## src/rtl/seq_timer_ctrl_if.sv

```systemverilog
// Bus bundle for seq_timer_ctrl: duration-register configuration, run
// control (nsteps/loops/arm/trig/abort) and the registered status outputs.
// The controller uses the slave modport; whatever drives it uses master.
interface seq_timer_ctrl_if #(
    parameter int CW = 32,
    parameter int SW = 2
);
    // Configuration write port for the duration registers
    logic           cfg_we;
    logic [SW-1:0]  cfg_addr;
    logic [CW-1:0]  cfg_data;

    // Run parameters, sampled into shadows when a trigger is accepted
    logic [SW:0]    nsteps;
    logic [15:0]    loops;

    // Run control
    logic           arm;
    logic           trig;
    logic           abort;

    // Status
    logic           armed;
    logic           busy;
    logic [SW-1:0]  step;
    logic           step_strobe;
    logic           done;
    logic [15:0]    loop_cnt;

    modport master (
        output cfg_we, cfg_addr, cfg_data, nsteps, loops, arm, trig, abort,
        input  armed, busy, step, step_strobe, done, loop_cnt
    );

    modport slave (
        input  cfg_we, cfg_addr, cfg_data, nsteps, loops, arm, trig, abort,
        output armed, busy, step, step_strobe, done, loop_cnt
    );
endinterface

```

## src/rtl/seq_timer_ctrl.sv

```systemverilog
// Step sequencer: walks a shared cycle counter through up to NSTEPS timed
// steps, optionally repeating the list a programmed number of times (or
// forever). Software arms it, a trigger starts the run, abort returns to
// idle. Step k holds for shadow_dur[k]+1 cycles with no dead cycles between
// steps or loops. All status outputs come straight from registers.
module seq_timer_ctrl #(
    parameter int CW     = 32,
    parameter int NSTEPS = 4,
    parameter int SW     = 2
) (
    input  logic             clk,
    input  logic             rst,
    seq_timer_ctrl_if.slave  bus
);

    typedef enum logic [1:0] {
        ST_IDLE  = 2'd0,
        ST_ARMED = 2'd1,
        ST_RUN   = 2'd2
    } state_t;

    state_t          state_reg, state_next;

    // Live duration registers (software view) and the per-run copies
    logic [CW-1:0]   dur_reg        [NSTEPS];
    logic [CW-1:0]   shadow_dur_reg [NSTEPS];
    logic [NSTEPS-1:0] dur_we;

    logic [SW:0]     shadow_nsteps_reg;
    logic [15:0]     shadow_loops_reg;

    logic [CW-1:0]   counter_reg, counter_next;
    logic [SW-1:0]   step_reg, step_next;
    logic            strobe_reg, strobe_next;
    logic            done_reg, done_next;
    logic [15:0]     loop_cnt_reg, loop_cnt_next;
    logic            armed_reg, armed_next;
    logic            busy_reg, busy_next;

    // Run-time decode helpers
    logic            latch_shadow;
    logic [SW:0]     nsteps_clamped;
    logic [CW-1:0]   cur_dur;
    logic            step_is_last;
    logic [15:0]     loop_inc;
    logic            loop_more;

    // Per-register write enables decoded from the config address
    genvar gi;
    generate
        for (gi = 0; gi < NSTEPS; gi++) begin : g_dur_we
            assign dur_we[gi] = bus.cfg_we && (bus.cfg_addr == SW'(gi));
        end
    endgenerate

    // Duration registers accept writes in any state; shadows copy them only
    // when a trigger is accepted, so writes during a run hit the next run.
    always_ff @(posedge clk) begin
        if (rst) begin
            for (int i = 0; i < NSTEPS; i++) begin
                dur_reg[i]        <= '0;
                shadow_dur_reg[i] <= '0;
            end
        end else begin
            for (int i = 0; i < NSTEPS; i++) begin
                if (dur_we[i]) begin
                    dur_reg[i] <= bus.cfg_data;
                end
                if (latch_shadow) begin
                    shadow_dur_reg[i] <= dur_reg[i];
                end
            end
        end
    end

    // Clamp requested step count into 1..NSTEPS (0 means one step)
    always_comb begin
        nsteps_clamped = bus.nsteps;
        if (bus.nsteps == '0) begin
            nsteps_clamped = (SW+1)'(1);
        end else if (bus.nsteps > (SW+1)'(NSTEPS)) begin
            nsteps_clamped = (SW+1)'(NSTEPS);
        end
    end

    // Capture step count and loop count for the run being started
    always_ff @(posedge clk) begin
        if (rst) begin
            shadow_nsteps_reg <= (SW+1)'(1);
            shadow_loops_reg  <= '0;
        end else if (latch_shadow) begin
            shadow_nsteps_reg <= nsteps_clamped;
            shadow_loops_reg  <= bus.loops;
        end
    end

    // The counter is only ever compared for equality against the current
    // step's duration, so an all-ones duration runs its full 2^CW cycles.
    assign cur_dur      = shadow_dur_reg[step_reg];
    assign step_is_last = (({1'b0, step_reg} + (SW+1)'(1)) >= shadow_nsteps_reg);
    assign loop_inc     = loop_cnt_reg + 16'd1;
    assign loop_more    = (shadow_loops_reg == 16'd0) || (loop_inc < shadow_loops_reg);

    // State register and registered outputs
    always_ff @(posedge clk) begin
        if (rst) begin
            state_reg    <= ST_IDLE;
            counter_reg  <= '0;
            step_reg     <= '0;
            strobe_reg   <= 1'b0;
            done_reg     <= 1'b0;
            loop_cnt_reg <= '0;
            armed_reg    <= 1'b0;
            busy_reg     <= 1'b0;
        end else begin
            state_reg    <= state_next;
            counter_reg  <= counter_next;
            step_reg     <= step_next;
            strobe_reg   <= strobe_next;
            done_reg     <= done_next;
            loop_cnt_reg <= loop_cnt_next;
            armed_reg    <= armed_next;
            busy_reg     <= busy_next;
        end
    end

    // Next-state and next-output decode; abort wins over arm and trigger
    always_comb begin
        state_next    = state_reg;
        counter_next  = counter_reg;
        step_next     = step_reg;
        strobe_next   = 1'b0;
        done_next     = 1'b0;
        loop_cnt_next = loop_cnt_reg;
        latch_shadow  = 1'b0;

        unique case (state_reg)
            ST_IDLE: begin
                // Trigger is ignored here; arm alone decides the move
                if (bus.abort) begin
                    state_next = ST_IDLE;
                end else if (bus.arm) begin
                    state_next = ST_ARMED;
                end
            end

            ST_ARMED: begin
                if (bus.abort) begin
                    state_next = ST_IDLE;
                end else if (bus.trig) begin
                    state_next    = ST_RUN;
                    latch_shadow  = 1'b1;
                    counter_next  = '0;
                    step_next     = '0;
                    strobe_next   = 1'b1;
                    loop_cnt_next = '0;
                end
            end

            ST_RUN: begin
                if (bus.abort) begin
                    // Step index and loop count stay visible after abort
                    state_next = ST_IDLE;
                end else if (counter_reg != cur_dur) begin
                    counter_next = counter_reg + CW'(1);
                end else if (!step_is_last) begin
                    step_next    = step_reg + SW'(1);
                    counter_next = '0;
                    strobe_next  = 1'b1;
                end else if (loop_more) begin
                    // Infinite mode lets loop_cnt wrap naturally at 16 bits
                    loop_cnt_next = loop_inc;
                    step_next     = '0;
                    counter_next  = '0;
                    strobe_next   = 1'b1;
                end else begin
                    loop_cnt_next = loop_inc;
                    state_next    = ST_IDLE;
                    done_next     = 1'b1;
                end
            end

            default: begin
                state_next = ST_IDLE;
            end
        endcase

        armed_next = (state_next == ST_ARMED);
        busy_next  = (state_next == ST_RUN);
    end

    assign bus.armed       = armed_reg;
    assign bus.busy        = busy_reg;
    assign bus.step        = step_reg;
    assign bus.step_strobe = strobe_reg;
    assign bus.done        = done_reg;
    assign bus.loop_cnt    = loop_cnt_reg;

endmodule

```

## src/flat_wrapper.sv

```systemverilog
// flat-port wrapper written by rule: the top's interface ports become plain ports
module seq_timer_ctrl_flat 
#(
    parameter int CW     = 32,
    parameter int NSTEPS = 4,
    parameter int SW     = 2
)
  (clk, rst, bus_cfg_we, bus_cfg_addr, bus_cfg_data, bus_nsteps, bus_loops, bus_arm, bus_trig, bus_abort, bus_armed, bus_busy, bus_step, bus_step_strobe, bus_done, bus_loop_cnt);
  seq_timer_ctrl_if #(.CW(CW), .SW(SW)) bus_i ();
  input  logic clk;
  input  logic rst;
  input wire logic [$bits(bus_i.cfg_we)-1:0] bus_cfg_we;
  input wire logic [$bits(bus_i.cfg_addr)-1:0] bus_cfg_addr;
  input wire logic [$bits(bus_i.cfg_data)-1:0] bus_cfg_data;
  input wire logic [$bits(bus_i.nsteps)-1:0] bus_nsteps;
  input wire logic [$bits(bus_i.loops)-1:0] bus_loops;
  input wire logic [$bits(bus_i.arm)-1:0] bus_arm;
  input wire logic [$bits(bus_i.trig)-1:0] bus_trig;
  input wire logic [$bits(bus_i.abort)-1:0] bus_abort;
  output wire logic [$bits(bus_i.armed)-1:0] bus_armed;
  output wire logic [$bits(bus_i.busy)-1:0] bus_busy;
  output wire logic [$bits(bus_i.step)-1:0] bus_step;
  output wire logic [$bits(bus_i.step_strobe)-1:0] bus_step_strobe;
  output wire logic [$bits(bus_i.done)-1:0] bus_done;
  output wire logic [$bits(bus_i.loop_cnt)-1:0] bus_loop_cnt;
  assign bus_i.cfg_we = bus_cfg_we;
  assign bus_i.cfg_addr = bus_cfg_addr;
  assign bus_i.cfg_data = bus_cfg_data;
  assign bus_i.nsteps = bus_nsteps;
  assign bus_i.loops = bus_loops;
  assign bus_i.arm = bus_arm;
  assign bus_i.trig = bus_trig;
  assign bus_i.abort = bus_abort;
  assign bus_armed = bus_i.armed;
  assign bus_busy = bus_i.busy;
  assign bus_step = bus_i.step;
  assign bus_step_strobe = bus_i.step_strobe;
  assign bus_done = bus_i.done;
  assign bus_loop_cnt = bus_i.loop_cnt;
  seq_timer_ctrl #(.CW(CW), .NSTEPS(NSTEPS), .SW(SW)) u_core (.clk(clk), .rst(rst), .bus(bus_i));
endmodule
```

## config.mk

```make
export PLATFORM = sky130hd
export DESIGN_NAME = seq_timer_ctrl_flat
export DESIGN_NICKNAME = d
export VERILOG_FILES = /design/src/rtl/seq_timer_ctrl_if.sv /design/src/rtl/seq_timer_ctrl.sv /design/src/flat_wrapper.sv
export SDC_FILE = /design/constraint.sdc
export NUM_CORES = 1
export LEC_CHECK = 0
export BUFFER_PORTS_ARGS = -buffer_cell sky130_fd_sc_hd__clkbuf_2
export CAP_MARGIN = 20
export CELL_PAD_IN_SITES_DETAIL_PLACEMENT = 2
export CELL_PAD_IN_SITES_GLOBAL_PLACEMENT = 2
export CORE_UTILIZATION = 45
export CTS_BUF_LIST = sky130_fd_sc_hd__clkbuf_8
export CTS_CLUSTER_SIZE = 12
export DETAILED_ROUTE_END_ITERATION = 6
export GPL_TIMING_DRIVEN = 0
export HOLD_SLACK_MARGIN = 0.06
export PLACE_DENSITY = 0.81
export SLEW_MARGIN = 20
export SYNTH_ARGS = -nofsm -noshare
export SYNTH_HDL_FRONTEND = slang
export SYNTH_SLANG_ARGS = --single-unit
```

## constraint.sdc

```tcl
create_clock -name clk -period 9.5 [get_ports clk]
set_clock_uncertainty 0.15 [all_clocks]
set_input_delay 2.85 -clock clk [delete_from_list [all_inputs] [get_ports clk]]
set_output_delay 2.85 -clock clk [all_outputs]
set_load 0.005 [all_outputs]
```

==> results.cfg <==
[logic_synthesis]
synth_edf_count = 256
syn-num-nets = 1242
synth_ff_type = edfxtp_1
syn-cell-area_um2 = 14900
synth_warnings = 0
syn_inst = 1158
synth-seq-cells = 333
yosysUniqueCellTypes = 61
synth.yosys.seq_area_share_pct = 62.1
avgSynthCellArea_um2 = 12.8
async_flop_share_pct = 0

[route]
vias = 9977
ant_nets = 0
wl_um = 47100
drc = 0
viasPerCell = 5.58
drt_iter0_markers = 588
firstDrtPassIters = 5
post_drt_wl_per_cell_um = 26.3

[floorplan]
rows = 66
core_um2 = 32500
start_util_pct = 45.7
die_x_um = 184
fp.dieArea_um2 = 33800
io_pins = 81
die_height_um = 184

[finish]
final_cell_mix = and2_1 (263), edfxtp_1 (256), clkbuf_2 (79)
drive_above_1_share_pct = 16.6
syn_to_final_growth_pct = 14.5
layout_commonest_cell = and2_1
fill_cells = 3151
fin_nets = 1383
antenna_cells = 0

[sta]
rsz0062_at_grt = no
fin_setup_tns_ps = 0
slew_viol_final = 0
fmax_mhz = 204
worst_slew_pin_slew_ps = 1110
period_minus_slack_ps = 4890
timing.final.crit_share_pct = 51.5
setup_viol = 0
slew_headroom_pct = 25.9
finalHoldViolCount = 0

[clocking]
post_cts_buffers = 0
cts_buffers = 56
cts_resized = 0
cts_buffer_depth = 3
htreeDepth = 2
cts.clk_slew.worst_paths_ps = 60
clock_sinks = 333
cts_tree = yes
ctsHoldBuffers = 0
clkLatencyLatePin_ps = 660
root_buffer = clkbuf_8

[place]
gp_congestion = 0.800
port_buffers = 78
dp_hpwl_um = 32000

[setup_path]
crit_chain = clkbuf_1 -> a21oi_1 -> o21a_1 -> and2_1 -> clkbuf_1 -> nand2_1 -> nor4_1 -> a21bo_2 -> a21oi_1
startpoint = bus_abort
end_kind = register
cp.required_ps = 9860
cp_max_fo = 9
cp_top_family = compound AO/OA/AOI/OAI gates
r2r_start = u_core.bus.loop_cnt[0]$_SDFFE_PP0P_
start_kind = input port
critPathBufInv = 2
crit_type = input port to register
crit_slowest_cell = o21a_1
critPathArrivalTime_ps = 5250
worst_path_largest_cell_delay_ps = 460

[run]
drv_cap = 0

[global_route]
grt_usage_pct = 28.9
grt_max_degree = 58
grt_pass1_vias = 11100
grt-ovfl-total = 0
antenna_found_initial = 1
grt_pass1_wl_um = 70700

[pwr]
p_per_area_nw_per_um2 = 178
leakagePower_nw = 6.14
total_power_mw = 3.03
peakVddDrop_mv = 0.127

[min_path]
hold_start = u_core.dur_reg[2][4]$_SDFFCE_PN0P_
hp-class = register to register

[outcome]
status = complete, no violations
worst paths after layout:
check                                              end  slack, ps  cells after the start
max                u_core.counter_reg[29]$_SDFFE_PP0P_       4610                      9
min reg2reg  u_core.shadow_dur_reg[2][4]$_SDFFCE_PN0P_        370                      1
min          u_core.shadow_dur_reg[2][4]$_SDFFCE_PN0P_        370                      1
max reg2reg         u_core.counter_reg[3]$_SDFFE_PP0P_       4660                     14
layer usage:
| metal | vias up | global-route usage, % | part of all wire, % | wire length (µm) |
|---|---|---|---|---|
| li1 | 4504 | - | - | - |
| met5 | - | 0 | 0.028 | 13 |
| met3 | 99 | 5.01 | 5.2 | 2460 |
| met1 | 5093 | 35.8 | 41 | 19300 |
| met2 | 279 | 50.1 | 50 | 23700 |
| met4 | 2 | 11.5 | 3.4 | 1610 |
cells by family after synthesis:
logic type      synth area share (%)
mux                             4.92
flops                           62.1
simple gates                    18.9
xor+xnor                        2.77
fa+ha+maj                       2.10
buf+inv                         2.89
compound gates                  6.30
worst register-to-register path, delay by kind of cell, from the launching register on:
family | cells | cell delay [ps]
xor gates and xnor gates | 1 | 240
buffers and inverters | 1 | 490
AOI/OAI and AO/OA | 4 | 1320
DFF | 1 | 490
and+or+nand+nor | 7 | 1790
adders and majority gates | 1 | 290
where the power goes:
| part | switching, mW | total, mW | internal (mW) |
|---|---|---|---|
| combinational | 0.0954 | 0.140 | 0.0442 |
| clock | 0.626 | 1.23 | 0.604 |
| sequential | 0.0238 | 1.66 | 1.64 |
| total | 0.745 | 3.03 | 2.28 |
cells in the mapped netlist (4+ instances only):
| cell type | number | area, µm² |
|---|---|---|
| inv_1 | 39 | 146 |
| ha_1 | 25 | 313 |
| a31o_2 | 4 | 35.0 |
| and4_1 | 6 | 52.6 |
| nand3b_1 | 9 | 67.6 |
| nor4_1 | 7 | 43.8 |
| buf_2 | 6 | 30.0 |
| nand2_1 | 43 | 161 |
| a21bo_2 | 7 | 70.1 |
| o21ai_0 | 40 | 200 |
| mux4_2 | 32 | 721 |
| a31oi_1 | 9 | 56.3 |
| dfxtp_1 | 77 | 1540 |
| a41oi_1 | 6 | 52.6 |
| buf_1 | 4 | 15.0 |
| o31ai_1 | 4 | 30.0 |
| a21o_1 | 8 | 60.1 |
| or4_1 | 14 | 105 |
| or3_1 | 12 | 75.1 |
| and3_1 | 14 | 87.6 |
| clkbuf_1 | 46 | 173 |
| nor3_1 | 12 | 60.1 |
| xnor2_1 | 43 | 377 |
| nand4_1 | 25 | 156 |
| edfxtp_1 | 256 | 7690 |
| xor2_1 | 4 | 35.0 |
| and2_1 | 263 | 1650 |
| nor2b_1 | 4 | 25.0 |
| nor2_1 | 16 | 60.1 |
| a21oi_1 | 53 | 265 |
| nand3_1 | 28 | 140 |
cell type report:
| type | instances | area, µm² | share of cell area, % |
|---|---|---|---|
| sequential | 333 | 9230 | 54.2 |
| multi-input combinational | 722 | 5230 | 30.7 |
| clock buffer | 62 | 853 | 5.02 |
| tap | 442 | 553 | 3.25 |
| timing repair buffer | 83 | 520 | 3.06 |
| buffer | 63 | 283 | 1.66 |
| clock inverter | 42 | 196 | 1.15 |
| inverter | 40 | 150 | 0.882 |
metrics by stage:
step                      instance area, µm²  setup WS (ps)  hold WS, ps  utilization (%)  instances
final                                  17000           4610          368             52.3       1787
after global routing                   17000           4370          391             52.3       1787
after CTS                              17000           4630          371             52.3       1787
after detailed placement               16000           4000          357             49.0       1683
after global placement                 15800          -5.99          341             48.6       1678
after floorplan                        14900           1820          307                -       1158
Power figures use the tool's default switching activity.
